**src/rtl/moore_pattern_pkg.sv**
```systemverilog
// Shared types and constants for the serial pattern generator.
// The canonical constant is the stimulus the Moore sequence detector is tested with.
package moore_pattern_pkg;

  localparam int DEF_MAX_LEN = 16;
  localparam int DEF_LEN_W   = $clog2(DEF_MAX_LEN) + 1;

  localparam logic [7:0] DET_PATTERN = 8'b01010011;
  localparam int         DET_LEN     = 8;

  typedef enum logic [1:0] {
    ST_IDLE = 2'd0,
    ST_SEND = 2'd1,
    ST_GAP  = 2'd2,
    ST_DONE = 2'd3
  } state_t;

  // A length is usable only if it selects at least one bit and fits the pattern field.
  function automatic logic len_legal(input int unsigned len, input int unsigned max_len);
    return (len >= 1) && (len <= max_len);
  endfunction

endpackage

```
**src/rtl/pattern_shift_reg.sv**
```systemverilog
// Parallel-load shift register: the valid field is packed against the MSB so the
// serial output always comes from the top bit, whatever the pattern length.
module pattern_shift_reg
  import moore_pattern_pkg::*;
#(
  parameter int MAX_LEN = DEF_MAX_LEN,
  parameter int LEN_W   = $clog2(MAX_LEN) + 1
) (
  input  logic               clk,
  input  logic               rst_n,
  input  logic               clr,
  input  logic               load,
  input  logic               shift,
  input  logic [MAX_LEN-1:0] pat,
  input  logic [LEN_W-1:0]   len,
  output logic               msb
);

  logic [MAX_LEN-1:0] masked;
  logic [MAX_LEN-1:0] aligned;
  logic [MAX_LEN-1:0] shreg_reg;
  logic [LEN_W-1:0]   pad;

  // Bits above the valid field are dropped so they cannot leak in during the shift-up.
  generate
    for (genvar gi = 0; gi < MAX_LEN; gi++) begin : g_mask
      assign masked[gi] = pat[gi] & (LEN_W'(gi) < len);
    end
  endgenerate

  assign pad     = LEN_W'(MAX_LEN) - len;
  assign aligned = masked << pad;

  always_ff @(posedge clk or negedge rst_n) begin
    if (!rst_n) begin
      shreg_reg <= '0;
    end else if (clr) begin
      shreg_reg <= '0;
    end else if (load) begin
      shreg_reg <= aligned;
    end else if (shift) begin
      shreg_reg <= {shreg_reg[MAX_LEN-2:0], 1'b0};
    end
  end

  assign msb = shreg_reg[MAX_LEN-1];

endmodule

```
**src/rtl/moore_pattern_gen.sv**
```systemverilog
// Serial pattern generator: Moore FSM that shifts a captured pattern out MSB-first,
// optionally repeating it with an idle gap, and pulses done after the final frame.
module moore_pattern_gen
  import moore_pattern_pkg::*;
#(
  parameter int MAX_LEN    = DEF_MAX_LEN,
  parameter int LEN_W      = $clog2(MAX_LEN) + 1,
  parameter int GAP_CYCLES = 2
) (
  input  logic               clk,
  input  logic               rst_n,
  input  logic               start,
  input  logic [MAX_LEN-1:0] pat_in,
  input  logic [LEN_W-1:0]   len_in,
  input  logic [3:0]         rep_in,
  input  logic               abort,
  output logic               outbit,
  output logic               bit_valid,
  output logic               busy,
  output logic               done
);

  localparam int GAP_W    = (GAP_CYCLES > 1) ? $clog2(GAP_CYCLES) : 1;
  localparam int GAP_LAST = (GAP_CYCLES > 0) ? GAP_CYCLES - 1 : 0;

  state_t             state_reg, state_next;
  logic [LEN_W-1:0]   idx_reg, idx_next;
  logic [GAP_W-1:0]   gap_reg, gap_next;
  logic [3:0]         rep_reg, rep_next;
  logic [LEN_W-1:0]   len_reg, len_next;
  logic [MAX_LEN-1:0] pat_reg, pat_next;

  logic               sr_clr;
  logic               sr_load;
  logic               sr_shift;
  logic [MAX_LEN-1:0] sr_pat;
  logic [LEN_W-1:0]   sr_len;
  logic               sr_msb;

  logic start_ok;
  logic last_bit;

  assign start_ok = start && !abort && len_legal(32'(len_in), MAX_LEN);
  assign last_bit = (idx_reg == len_reg - LEN_W'(1));

  pattern_shift_reg #(
    .MAX_LEN (MAX_LEN),
    .LEN_W   (LEN_W)
  ) u_shreg (
    .clk   (clk),
    .rst_n (rst_n),
    .clr   (sr_clr),
    .load  (sr_load),
    .shift (sr_shift),
    .pat   (sr_pat),
    .len   (sr_len),
    .msb   (sr_msb)
  );

  always_ff @(posedge clk or negedge rst_n) begin
    if (!rst_n) begin
      state_reg <= ST_IDLE;
      idx_reg   <= '0;
      gap_reg   <= '0;
      rep_reg   <= '0;
      len_reg   <= '0;
      pat_reg   <= '0;
    end else begin
      state_reg <= state_next;
      idx_reg   <= idx_next;
      gap_reg   <= gap_next;
      rep_reg   <= rep_next;
      len_reg   <= len_next;
      pat_reg   <= pat_next;
    end
  end

  always_comb begin
    state_next = state_reg;
    idx_next   = idx_reg;
    gap_next   = gap_reg;
    rep_next   = rep_reg;
    len_next   = len_reg;
    pat_next   = pat_reg;
    sr_clr     = 1'b0;
    sr_load    = 1'b0;
    sr_shift   = 1'b0;
    sr_pat     = pat_reg;
    sr_len     = len_reg;

    case (state_reg)
      ST_IDLE: begin
        // Loading straight from the inputs puts bit 0 on the line in the first SEND cycle.
        if (start_ok) begin
          state_next = ST_SEND;
          idx_next   = '0;
          gap_next   = '0;
          rep_next   = rep_in;
          len_next   = len_in;
          pat_next   = pat_in;
          sr_load    = 1'b1;
          sr_pat     = pat_in;
          sr_len     = len_in;
        end
      end

      ST_SEND: begin
        if (abort) begin
          state_next = ST_IDLE;
          sr_clr     = 1'b1;
        end else if (last_bit) begin
          idx_next = '0;
          if (rep_reg != 4'd0) begin
            rep_next = rep_reg - 4'd1;
            sr_load  = 1'b1;
            if (GAP_CYCLES > 0) begin
              state_next = ST_GAP;
              gap_next   = '0;
            end
          end else begin
            state_next = ST_DONE;
          end
        end else begin
          idx_next = idx_reg + LEN_W'(1);
          sr_shift = 1'b1;
        end
      end

      ST_GAP: begin
        if (abort) begin
          state_next = ST_IDLE;
          sr_clr     = 1'b1;
        end else if (gap_reg == GAP_W'(GAP_LAST)) begin
          state_next = ST_SEND;
          idx_next   = '0;
          gap_next   = '0;
        end else begin
          gap_next = gap_reg + GAP_W'(1);
        end
      end

      ST_DONE: begin
        state_next = ST_IDLE;
        sr_clr     = 1'b1;
      end

      default: begin
        state_next = ST_IDLE;
        sr_clr     = 1'b1;
      end
    endcase

    // Leaving a transmission by any route scrubs all per-transfer context.
    if (state_reg != ST_IDLE && state_next == ST_IDLE) begin
      idx_next = '0;
      gap_next = '0;
      rep_next = '0;
      len_next = '0;
      pat_next = '0;
    end
  end

  always_comb begin
    outbit    = 1'b0;
    bit_valid = 1'b0;
    busy      = 1'b0;
    done      = 1'b0;
    case (state_reg)
      ST_SEND: begin
        outbit    = sr_msb;
        bit_valid = 1'b1;
        busy      = 1'b1;
      end
      ST_GAP: begin
        busy = 1'b1;
      end
      ST_DONE: begin
        busy = 1'b1;
        done = 1'b1;
      end
      default: begin
        outbit = 1'b0;
      end
    endcase
  end

endmodule

```
**config.mk**
```make
export PLATFORM = sky130hd
export DESIGN_NAME = moore_pattern_gen
export DESIGN_NICKNAME = d
export VERILOG_FILES = /design/src/rtl/moore_pattern_pkg.sv /design/src/rtl/pattern_shift_reg.sv /design/src/rtl/moore_pattern_gen.sv
export SDC_FILE = /design/constraint.sdc
export NUM_CORES = 1
export LEC_CHECK = 0
export BUFFER_PORTS_ARGS = -buffer_cell sky130_fd_sc_hd__buf_2
export CORE_MARGIN = 3
export CORE_UTILIZATION = 35
export DETAILED_ROUTE_END_ITERATION = 12
export GPL_TIMING_DRIVEN = 0
export PLACE_DENSITY_LB_ADDON = 0.08
export SLEW_MARGIN = 10
export SYNTH_ARGS = -nofsm -noshare
export SYNTH_HDL_FRONTEND = slang
export SYNTH_SLANG_ARGS = --single-unit
```
**constraint.sdc**
```tcl
create_clock -name clk -period 11.27 [get_ports clk]
set_input_delay 2.254 -clock clk [delete_from_list [all_inputs] [get_ports clk]]
set_output_delay 2.254 -clock clk [all_outputs]
set_load 0.005 [all_outputs]
```
[Yosys cells after proc, flatten, opt, wreduce, memory -nomap -nowiden]
Index checks and enable logic that the tools add are counted.
Operators by class
  add/subtract/negate cells: 5
  magnitude comparators: 18
  equality and inequality tests: 10
  shifts and indexed selects: 1
  muxes and demuxes: 51
  bitwise operators: 16
  reductions and logical operators: 17
Operator list (number)
  two-way mux 16 bit: 6
  two-way mux 5 bit: 9
  < comparator 4 x 5 -> 1 bit, first input constant: 8
  < comparator 3 x 5 -> 1 bit, first input constant: 4
  two-way mux 1 bit: 20
  two-way mux 4 bit: 5
  != test 3 bit, second input constant: 6
  bitwise AND 1 bit: 16
  << shifter 16 x 5 -> 16 bit: 1
  one-hot mux 5 bit (3 select lines): 1
  < comparator 1 x 5 -> 1 bit, first input constant: 2
  < comparator 2 x 5 -> 1 bit, first input constant: 2
  two-way mux 2 bit: 5
  AND reduction 5 bit: 2
  one-hot mux 2 bit (4 select lines): 1
  one-hot mux 4 bit (2 select lines): 1
  nonzero test 4 bit: 2
  AND reduction 6 bit: 1
  nonzero test 3 bit: 2
  adder 5 x 1 -> 5 bit, second input constant: 1
  equality test 5 bit: 1
  greater-or-equal comparator 5 x 1 -> 1 bit, second input constant: 1
  <= comparator 5 bit, second input constant: 1
  subtractor 5 x 1 -> 5 bit, second input constant: 1
  other kinds (13): 19
Storage, ports and cells
  register bits: 49
  input port bits: 29
  output and inout bits: 4
  logic and storage cells: 125

[Logic depth before layout (Yosys ltp)]
Gate-level depths: netlist (run 1).
  word-level depth: 10
  depth in mapped cells: 17
  mapped depth without buffers: 15

[Hierarchy]
Synthesis (run 1) repeated with hierarchy kept, for this count alone.
Unflattened totals
  cell total of the unflattened synthesis: 455
  area total of the unflattened synthesis: 4012.6 µm²
By module, submodules not included
  moore_pattern_gen: times used 1, cells an instance 217, area each 2178.3 µm², sequential area each 825.8 µm²
  pattern_shift_reg: times used 1, cells an instance 238, area each 1834.3 µm², sequential area each 400.4 µm²

[Least setup slack after synthesis (run 1)]
OpenSTA, ideal clock, no wires.
  kind: input to register
  start: input len_in[0]
  end: register u_shreg.shreg_reg[10]
  library setup time: 77 ps
  arrival time: 5687 ps
  required time: 11193 ps
  slack: 5506 ps
  stages: 14
  buffers on the path: 1
  cells stage by stage: nor4_4 -> mux2i_1 -> mux2_4 -> inv_1 -> buf_2 -> ha_1 -> nor3b_1 -> xnor2_1 -> a22o_1 -> a221oi_1 -> o21ai_1 -> nor3_1 -> a22oi_1 -> a21oi_1
On the way
  cells in the longest elaborated chain, start to end: 10
  elaborated cells on any way between the ends: 47
  those cells by class: add/sub (1); order compare (18); shift (1); mux (8); bitwise (16); reduce/logical (3)
RTL lines
  from (decl): line moore_pattern_gen.sv:14  | input logic [LEN_W-1:0] len_in,
  greater-or-equal comparator 5 x 1 -> 1 bit or <= comparator 5 bit (tied branches): line moore_pattern_pkg.sv:20  | return (len >= 1) && (len <= max_len);
  logical AND 1 bit: line moore_pattern_pkg.sv:20
  logical AND 1 bit: line moore_pattern_gen.sv:43  | assign start_ok = start && !abort && len_legal(32'(len_in), MAX_LEN);
  two-way mux 5 bit
  two-way mux 5 bit: line moore_pattern_gen.sv:91  | case (state_reg)
  < comparator 1 x 5 -> 1 bit, or another cell as far along: line pattern_shift_reg.sv:27  | assign masked[gi] = pat[gi] & (LEN_W'(gi) < len);
  bitwise AND 1 bit: line pattern_shift_reg.sv:27
  << shifter 16 x 5 -> 16 bit: line pattern_shift_reg.sv:32  | assign aligned = masked << pad;
  two-way mux 16 bit: line pattern_shift_reg.sv:39  | end else if (load) begin
  two-way mux 16 bit: line pattern_shift_reg.sv:37  | end else if (clr) begin
  to (signal assigned): line pattern_shift_reg.sv:40  | shreg_reg <= aligned;
  to (signal assigned): line pattern_shift_reg.sv:42  | shreg_reg <= {shreg_reg[MAX_LEN-2:0], 1'b0};
  to (decl): line pattern_shift_reg.sv:21  | logic [MAX_LEN-1:0] shreg_reg;
Parallel ways exist; a longest one is shown, timed or not.
A chain may end at the register's enable or synchronous reset.

[Final worst setup path (run 1)]
Same ends and word-level chain as after synthesis.

==> results of run 1 <==
-- path summary, 6_finish.rpt --
kind,from,to,cells after the start
setup / recovery,len_in[0],u_shreg.shreg_reg[10],15
hold / removal,u_shreg.shreg_reg[2],u_shreg.shreg_reg[2],2
setup reg to reg,state_reg[1],u_shreg.shreg_reg[10],17
hold reg to reg,u_shreg.shreg_reg[2],u_shreg.shreg_reg[2],2
max in group asynchronous,rst_n,u_shreg.shreg_reg[7],1
min in group asynchronous,rst_n,gap_reg,1
-- synthesized netlist by cell type (all sizes together) (4+ instances only) --
library cell and instances:
nor4 9, a22o 5, nand4 4, a211oi 18
nand2b 7, ha 9, mux2i 20, nand2 33
o21bai 4, a31oi 6, o31ai 8, inv 23
a32o 6, nor2 55, mux2 4, and2 9
a221oi 10, a21oi 41, dfrtp 49, buf 20
a21o 4, nor2b 4, nor3 37, nand3 14
clkbuf 19, xnor2 6, and3 4, o21ai 31
o31a 4
-- metrics by stage --
stage	utilization	hold WS [ns]	setup WS, ns	area, um^2
global route	0.4048	0.5675	4.052	4682
finish	0.4048	0.5453	4.527	4682
detailed placement	0.3925	0.5371	4.224	4539
global placement	0.3925	0.5263	4.166	4539
CTS	0.4046	0.5467	4.540	4679
floorplan	-	0.4839	5.506	4200
-- kinds of logic after synthesis --
logic type                 Yosys count
AOI/OAI and AO/OA                  173
xor gates and xnor gates             9
adders and majority gates            9
buffers and inverters               62
DFF                                 49
muxes                               26
and+or+nand+nor                    193
-- per-layer routing --
layer | routed length [um] | vias up
met5 | 0 | -
met4 | 257 | 0
met3 | 818 | 15
met2 | 6142 | 149
met1 | 6214 | 2055
li1 | - | 2038
-- critical path, delay by kind of cell --
kind	cells	cell delay (ns)
muxes	2	0.86
AOI/OAI and AO/OA	5	1.41
xor gates and xnor gates	1	0.12
adders and majority gates	1	0.37
and+or+nand+nor	3	1.43
buffers and inverters	3	0.52
-- report_power, final --
| part | switching [W] | internal, W |
|---|---|---|
| Sequential | 0.0000408 | 0.000241 |
| Clock | 0.0000713 | 0.0000828 |
| Combinational | 0.000497 | 0.000275 |
| Total | 0.000609 | 0.000599 |
-- final cells by class --
cell class              count  area (um^2)
repair buffers             32        162.7
inverters                  23        86.33
fillers                  1221         6883
well taps                 143        178.9
flip-flops and latches     49         1226
clock buffers               7        132.6
plain buffers              39        178.9
clock inverters             1        7.507
multi-input cells         410         2709
==> results by group, run 1 <==
Synth
  – Cells after synthesis: 521
  – Synth Area in Compound Gates: 0.2863
  – Synth top area cells: dfrtp_1, nor2_1, a21oi_1
  – Post-Syn Area per Cell: 8.062 um^2
  – Synthesized cell area: 4200 um^2
  – Ys async rst share: 1.000
  – Register area share after synthesis: 0.2919
  – Largest family of logic cells by synthesized area: compound AO/OA/AOI/OAI gates
  – Top-area cell type share of the netlist area: 0.2919
  – Mux contribution to synthesized area: 0.07477
  – XOR/XNOR Fraction of Synth Area: 0.02383
  – Commonest register cell after synthesis: dfrtp_1
  – Post-synth cell types: 78
  – Synth Area in Adders: 0.02681
  – Cell taking the most area after synthesis: dfrtp_1
  – Syn Nets: 559
  – Number of flops mapped to enable cells by yosys: 0
  – Synth warnings: 0
  – Simple-Gate Fraction of Synth Area: 0.2332
  – Seq cells post-synth: 49

Global routing
  – GRT overflow: 0
  – Most used routing layer: met2
  – Met2 Use GR: 0.3364
  – Met3 usage: 0.04700
  – Vias in the first global route: 4033
  – First-pass GRT wire length: 21.90 mm
  – Largest net degree at the start of global routing: 50
  – Met1 GRT Util: 0.2859
  – Initial antenna violation count: 0
  – Gr usage total: 0.2094

Placed design
  – Routability cong.: 0.8989
  – Buffers on Ports: 32
  – Post-detail-place hpwl: 10.07 mm
  – Dpl cells: 696

Worst setup path
  – Worst path required time: 11.49 ns
  – Crit-path cells: buf_2, nor4_4, mux2i_1, mux2_4, inv_1, buf_2, ha_1, nor3b_1, xnor2_1, a22o_1, a221oi_1, o21ai_1, nor3_1, a22oi_1, a21oi_1
  – R2R Setup Slk: 5.92 ns
  – Crit end category: flip-flop
  – Critical path arrival: 6.97 ns
  – Kind of critical path: in -> reg
  – CP Max Fanout: 10
  – Slowest stage delay, CP: 0.61 ns
  – CP most frequent cell: buf_2
  – Kind of start point of the critical path: input pin
  – Crit-path slowest cell: nor3_1

Timing
  – Skew final: 0.009161 ns
  – Max-slew violation count: 0
  – Final hold vios: 0
  – Worst-Margin Slew: 1.144 ns
  – RSZ-0062 raised after global routing: false
  – Setup TNS: 0 ns
  – Slew Limit Headroom: 0.2177
  – Peak Freq: 148.3 MHz
  – Crit share post-route: 0.5983
  – Tmin final: 6.743 ns
  – Final setup fails: 0

Clocking
  – CTS tree: done
  – Worst-Skew Late Latency: 0.30 ns
  – Post-CTS setup buffer count: 0
  – CTS Sinks: 49
  – Hold_buf cts: 0
  – CTS clock-pin slew for the worst setup and hold paths: 0.06 ns
  – CTS max path bufs: 2
  – H-Tree Level Count: 2
  – CTS resizes: 0
  – Clock root buffer: clkbuf_16
  – CTS Buf Count: 5

Run status
  – Status: finished clean

Routing
  – DR WL/cell: 19.08 um
  – DR iter-0 viols: 450
  – Total number of vias: 4257
  – ANT nets after route: 0
  – First drt pass iteration count: 5
  – DRC viols: 0
  – Final WL: 13.43 mm
  – Vias per cell: 6.047

Final layout
  – P&R area growth vs syn: 11.47%
  – Final Non-Filler Cells: 704
  – NumNets Final: 598
  – Most frequent cells in the layout: nor2_1, dfrtp_1, buf_2
  – Commonest non-fill, non-tap cell in the layout: nor2_1
  – Share of post-route cells with drive strength above 1: 0.1266
  – Diodes inserted: 0

Die
  – Area of the die: 13350 um^2
  – Initial Util: 0.3632
  – Die Ht: 115.6 um
  – Top Ports: 33
  – Die width: 115.6 um
  – CORE AREA: 11560 um^2
  – Rows: 39

Power
  – VDD IR max: 0.0001047 V
  – Static Leakage: 1.863 nW
  – P per Cell Area: 257.9 nW/um^2
  – Overall Power: 0.001207 W

Min path
  – Hold WC Path Type: reg -> reg

Run
  – Max Cap Violations: 0
(Power assumes the default switching activity.)
==> run 2: changes to the inputs <==
==> constraint.sdc (replaced) <==
create_clock -name clk -period 5.7 [get_ports clk]
set_input_delay 1.14 -clock clk [delete_from_list [all_inputs] [get_ports clk]]
set_output_delay 1.14 -clock clk [all_outputs]
set_load 0.005 [all_outputs]
==> results by group, run 2 (synthesized netlist as in run 1, its figures left out) <==
Placed design
  – Buffers on Ports: 32
  – Placed cell areas: 4539 um^2
  – Dpl cells: 696
  – Post-detail-place hpwl: 10.07 mm
  – Routability cong.: 0.8989

Timing
  – Tmin final: 5.104 ns
  – Worst-Margin Slew: 1.157 ns
  – Peak Freq: 195.9 MHz
  – Final setup fails: 0
  – RSZ-0062 raised after global routing: false
  – Slew Limit Headroom: 0.2084
  – Crit share post-route: 0.8955
  – Skew final: 0.008868 ns
  – Max-slew violation count: 0
  – Final hold vios: 0

Clocking
  – H-Tree Level Count: 2
  – CTS Sinks: 49
  – Worst-Skew Late Latency: 0.30 ns
  – CTS Buf Count: 5
  – CTS clock-pin slew for the worst setup and hold paths: 0.06 ns
  – Clock root buffer: clkbuf_16
  – CTS max path bufs: 2
  – CTS tree: done

Routing
  – Total number of vias: 4302
  – DRC viols: 0
  – Final WL: 13.44 mm
  – First drt pass iteration count: 5
  – DR WL/cell: 19.06 um
  – Vias per cell: 6.102
  – DR iter-0 viols: 434
  – ANT nets after route: 0

Run
  – Max Cap Violations: 0

Power
  – Switching power: 0.001209 W
  – P per Cell Area: 508.7 nW/um^2
  – Comb pwr share: 0.641
  – Internal power: 0.001188 W
  – Overall Power: 0.002397 W
  – Part of the power in registers: 0.233
  – Clock power share: 0.127
  – Sw Ratio: 0.5042
  – VDD IR max: 0.0002065 V
  – Static Leakage: 1.869 nW

Global routing
  – Gr usage total: 0.2094
  – First-pass GRT wire length: 21.90 mm
  – Vias in the first global route: 4033
  – Largest net degree at the start of global routing: 50
  – GRT overflow: 0
  – Initial antenna violation count: 0

Min path
  – Hold WC Path Type: reg -> reg

Final layout
  – Final Non-Filler Cells: 705
  – P&R area growth vs syn: 12.18%
  – Diodes inserted: 0
  – Reg area: 1226 um^2
  – Multi-input gate area: 2731 um^2
  – Commonest non-fill, non-tap cell in the layout: nor2_1
  – Fill count: 1215
  – NumNets Final: 599
  – Post-route cell area: 4712 um^2
  – Share of post-route cells with drive strength above 1: 0.1335
  – Most frequent cells in the layout: nor2_1, dfrtp_1, buf_2

Worst setup path
  – R2R Setup Slk: 0.82 ns
  – CP Max Fanout: 10
  – Crit end category: flip-flop
  – Kind of critical path: in -> reg
  – Worst path required time: 5.92 ns
  – Critical path arrival: 5.33 ns
  – Kind of start point of the critical path: input pin

Die
  – Rows: 39
  – Die Ht: 115.6 um
  – CORE AREA: 11560 um^2
  – Top Ports: 33
  – Die width: 115.6 um
  – Initial Util: 0.3632
  – Area of the die: 13350 um^2

Run status
  – Status: finished clean
-- run 2: final timing paths --
| path | from | endpoint | depth (start not counted) |
|---|---|---|---|
| max | len_in[3] | u_shreg.shreg_reg[10] | 15 |
| min | u_shreg.shreg_reg[2] | u_shreg.shreg_reg[2] | 2 |
| max reg2reg | state_reg[1] | u_shreg.shreg_reg[10] | 17 |
| min reg2reg | u_shreg.shreg_reg[2] | u_shreg.shreg_reg[2] | 2 |
| max in group asynchronous | rst_n | u_shreg.shreg_reg[7] | 1 |
| min in group asynchronous | rst_n | gap_reg | 1 |
-- run 2: power by group through the flow --
| stage | registers [W] | clock network (W) | logic (W) |
|---|---|---|---|
| after floorplan | 0.000537 | 0 | 0.00112 |
| after global placement | 0.000560 | 0 | 0.00150 |
| after detailed placement | 0.000561 | 0 | 0.00151 |
| after CTS | 0.000557 | 0.000316 | 0.00151 |
| after global routing | 0.000574 | 0.000325 | 0.00172 |
| final | 0.000557 | 0.000304 | 0.00154 |
-- run 2: what timing repair did --
| action | CTS | global route |
|---|---|---|
| gates resized for setup | 0 | 4 |
| buffers inserted | 0 | 1 |
| setup endpoints to repair | 0 | 13 |
| hold buffers | 0 | 0 |
-- run 2: layout make-up --
type                       instances  share of cell area
timing repair buffer              33             0.03611
sequential                        49              0.2602
inverter                          23             0.01832
buffer                            39             0.03797
clock buffer                       7             0.02815
multi-input combinational        410              0.5797
clock inverter                     1            0.001593
tap                              143             0.03797
-- run 2: per-stage QoR --
stage               TNS (ns)  setup slack, ns  hold slack [ns]    util
finish                     0           0.5957           0.5452  0.4074
global route               0           0.2891           0.5675  0.4074
CTS                        0          0.08433           0.5467  0.4046
detailed placement    -1.515          -0.2319           0.5371  0.3925
global placement      -2.148          -0.2896           0.5263  0.3925
floorplan                  0            1.050           0.4839       -
-- run 2: metal layers --
layer | GRT usage | up-vias | part of all wire
li1 | - | 2041 | -
met1 | 0.2859 | 2070 | 0.46
met2 | 0.3364 | 173 | 0.46
met3 | 0.04700 | 18 | 0.067
met4 | 0.05399 | 0 | 0.020
met5 | 0 | - | 0
-- run 2: worst max-delay path, stage by stage --
cell and delay [ns]:
buf_2 0.12, nor4_4 0.38, mux2i_1 0.49, mux2_4 0.36
inv_1 0.15, buf_2 0.25, ha_1 0.37, nor3b_1 0.28
xnor2_1 0.13, a22o_1 0.25, a221oi_2 0.37, o21ai_1 0.27
nor3_2 0.43, a22oi_1 0.16, a21oi_1 0.17
==> run 3: changes to the inputs <==
==> constraint.sdc (replaced) <==
create_clock -name clk -period 5.1 [get_ports clk]
set_input_delay 1.02 -clock clk [delete_from_list [all_inputs] [get_ports clk]]
set_output_delay 1.02 -clock clk [all_outputs]
set_load 0.005 [all_outputs]
==> results by group, run 3 (synthesized netlist as in run 1, its figures left out) <==
Routing
  – Vias per cell: 6.095
  – Metal1 wirelength: 6.110 mm
  – DR WL/cell: 19.06 um
  – DR iter-0 viols: 398
  – ANT nets after route: 0
  – Met3 WL: 908 um
  – WL met2: 6.156 mm
  – Final WL: 13.47 mm
  – First drt pass iteration count: 5
  – DR top layer: met4
  – DRC viols: 0
  – Total number of vias: 4309

Timing
  – Final setup fails: 0
  – Final hold vios: 0
  – Tmin final: 4.743 ns
  – Slew Limit Headroom: 0.09696
  – Skew final: 0.008129 ns
  – Worst-Margin Slew: 1.350 ns
  – Max-slew violation count: 0
  – Peak Freq: 210.8 MHz
  – Crit share post-route: 0.9300

Final layout
  – NumNets Final: 601
  – Fill count: 1214
  – P&R area growth vs syn: 12.84%
  – Most frequent cells in the layout: nor2_1, dfrtp_1, buf_2
  – Post-route cell area: 4740 um^2
  – Diodes inserted: 0
  – Commonest non-fill, non-tap cell in the layout: nor2_1
  – Share of post-route cells with drive strength above 1: 0.1401
  – Final design utilization: 0.4098

Die
  – Initial Util: 0.3632
  – Die width: 115.6 um
  – CORE AREA: 11560 um^2
  – Area of the die: 13350 um^2
  – Rows: 39
  – Die Ht: 115.6 um
  – Top Ports: 33

Min path
  – Hold WC Path Type: reg -> reg
  – HP Start: u_shreg.shreg_reg[8]
  – Min-Delay Path Depth: 2
  – WHS Endpoint: u_shreg.shreg_reg[8]

Global routing
  – GRT overflow: 0
  – Initial antenna violation count: 0
  – First-pass GRT wire length: 21.98 mm
  – Vias in the first global route: 4045
  – Largest net degree at the start of global routing: 50
  – Gr usage total: 0.2099

Clocking
  – H-Tree Level Count: 2
  – CTS clock-pin slew for the worst setup and hold paths: 0.07 ns
  – CTS Sinks: 49
  – Hold_buf cts: 0
  – CTS max path bufs: 2
  – Worst-Skew Late Latency: 0.30 ns
  – CTS tree: done
  – CTS Buf Count: 5
  – Clock root buffer: clkbuf_16

Run
  – Max Cap Violations: 0

Worst setup path
  – RR Startpoint: state_reg[1]
  – Slowest stage delay, CP: 0.41 ns
  – Crit-path slowest cell: mux2i_2
  – Worst path required time: 5.29 ns
  – Kind of start point of the critical path: input pin
  – Reg-to-reg endpoint: u_shreg.shreg_reg[15]
  – R2R Setup Slk: 0.44 ns
  – R2R cell count: 17
  – Critical path arrival: 4.94 ns
  – Crit end category: flip-flop
  – Kind of critical path: in -> reg
  – CP Max Fanout: 10
  – Crit-path cells: buf_2, nor4_4, mux2i_2, mux2_4, inv_1, buf_2, ha_2, nor3b_1, xnor2_1, a22o_1, a221oi_2, o21ai_1, a211oi_1, o31ai_1, o31ai_1

Placed design
  – Placed cell areas: 4539 um^2
  – Buffers on Ports: 32
  – Routability cong.: 0.8989
  – Post-detail-place hpwl: 10.07 mm

Power
  – Static Leakage: 1.884 nW
  – VDD IR max: 0.0002312 V
  – P per Cell Area: 568.8 nW/um^2

Run status
  – Status: finished clean
-- run 3: cell type report --
class | instances | area, um^2 | share of cell area
tap | 143 | 178.9 | 0.03775
buffer | 39 | 178.9 | 0.03775
clock inverter | 1 | 7.507 | 0.001584
sequential | 49 | 1226 | 0.2587
clock buffer | 7 | 132.6 | 0.02798
timing repair buffer | 35 | 185.2 | 0.03907
multi-input combinational | 410 | 2744 | 0.5789
inverter | 23 | 86.33 | 0.01822
-- run 3: power breakdown --
| group | internal [W] | switching, W |
|---|---|---|
| clock network | 0.000183 | 0.000157 |
| logic | 0.000619 | 0.00111 |
| registers | 0.000533 | 0.0000889 |
-- run 3: timing repair --
action / in CTS / in global routing
pin swaps: 0 / 2
endpoints found under the setup margin: 14 / 16
buffers inserted: 0 / 3
resized for setup: 5 / 2
endpoints found under the hold margin: 0 / 0
-- run 3: worst max-delay path: cells and delay by family --
family                   cells  cell delay [ns]
AND/OR/NAND/NOR              2             0.64
AO/OA/AOI/OAI                6             1.55
multiplexers                 2             0.76
XOR/XNOR                     1             0.13
adder cells (fa/ha/maj)      1             0.32
buffers and inverters        3             0.52
-- run 3: routing by layer --
metal	up-vias	global-route usage
met1	2065	0.2882
met4	0	0.05399
li1	2052	-
met5	-	0
met3	20	0.04230
met2	172	0.3391
-- run 3: worst max path at each step --
stage                     startpoint               endpoint  slack [ns]  depth (start not counted)
after detailed placement   len_in[0]  u_shreg.shreg_reg[10]       -0.71                         14
after floorplan            len_in[0]  u_shreg.shreg_reg[10]        0.57                         14
after CTS                  len_in[0]  u_shreg.shreg_reg[10]        0.02                         15
after global placement     len_in[0]  u_shreg.shreg_reg[12]       -0.77                         14
final                      len_in[3]  u_shreg.shreg_reg[15]        0.36                         15
after global routing       len_in[3]  u_shreg.shreg_reg[10]      -0.008                         15
-- run 3: metrics by stage --
stage	power [W]	setup slack [ns]	setup TNS, ns	cells	hold slack, ns
2_1_floorplan	0.001857	0.5700	0	521	0.4839
3_3_place_gp	0.002302	-0.7696	-9.340	696	0.5263
3_5_place_dp	0.002310	-0.7119	-8.583	696	0.5371
4_1_cts	0.002679	0.02253	0	704	0.5467
5_1_grt	0.002938	-0.007658	-0.007658	707	0.5675
6_report	0.002696	0.3568	0	707	0.5448
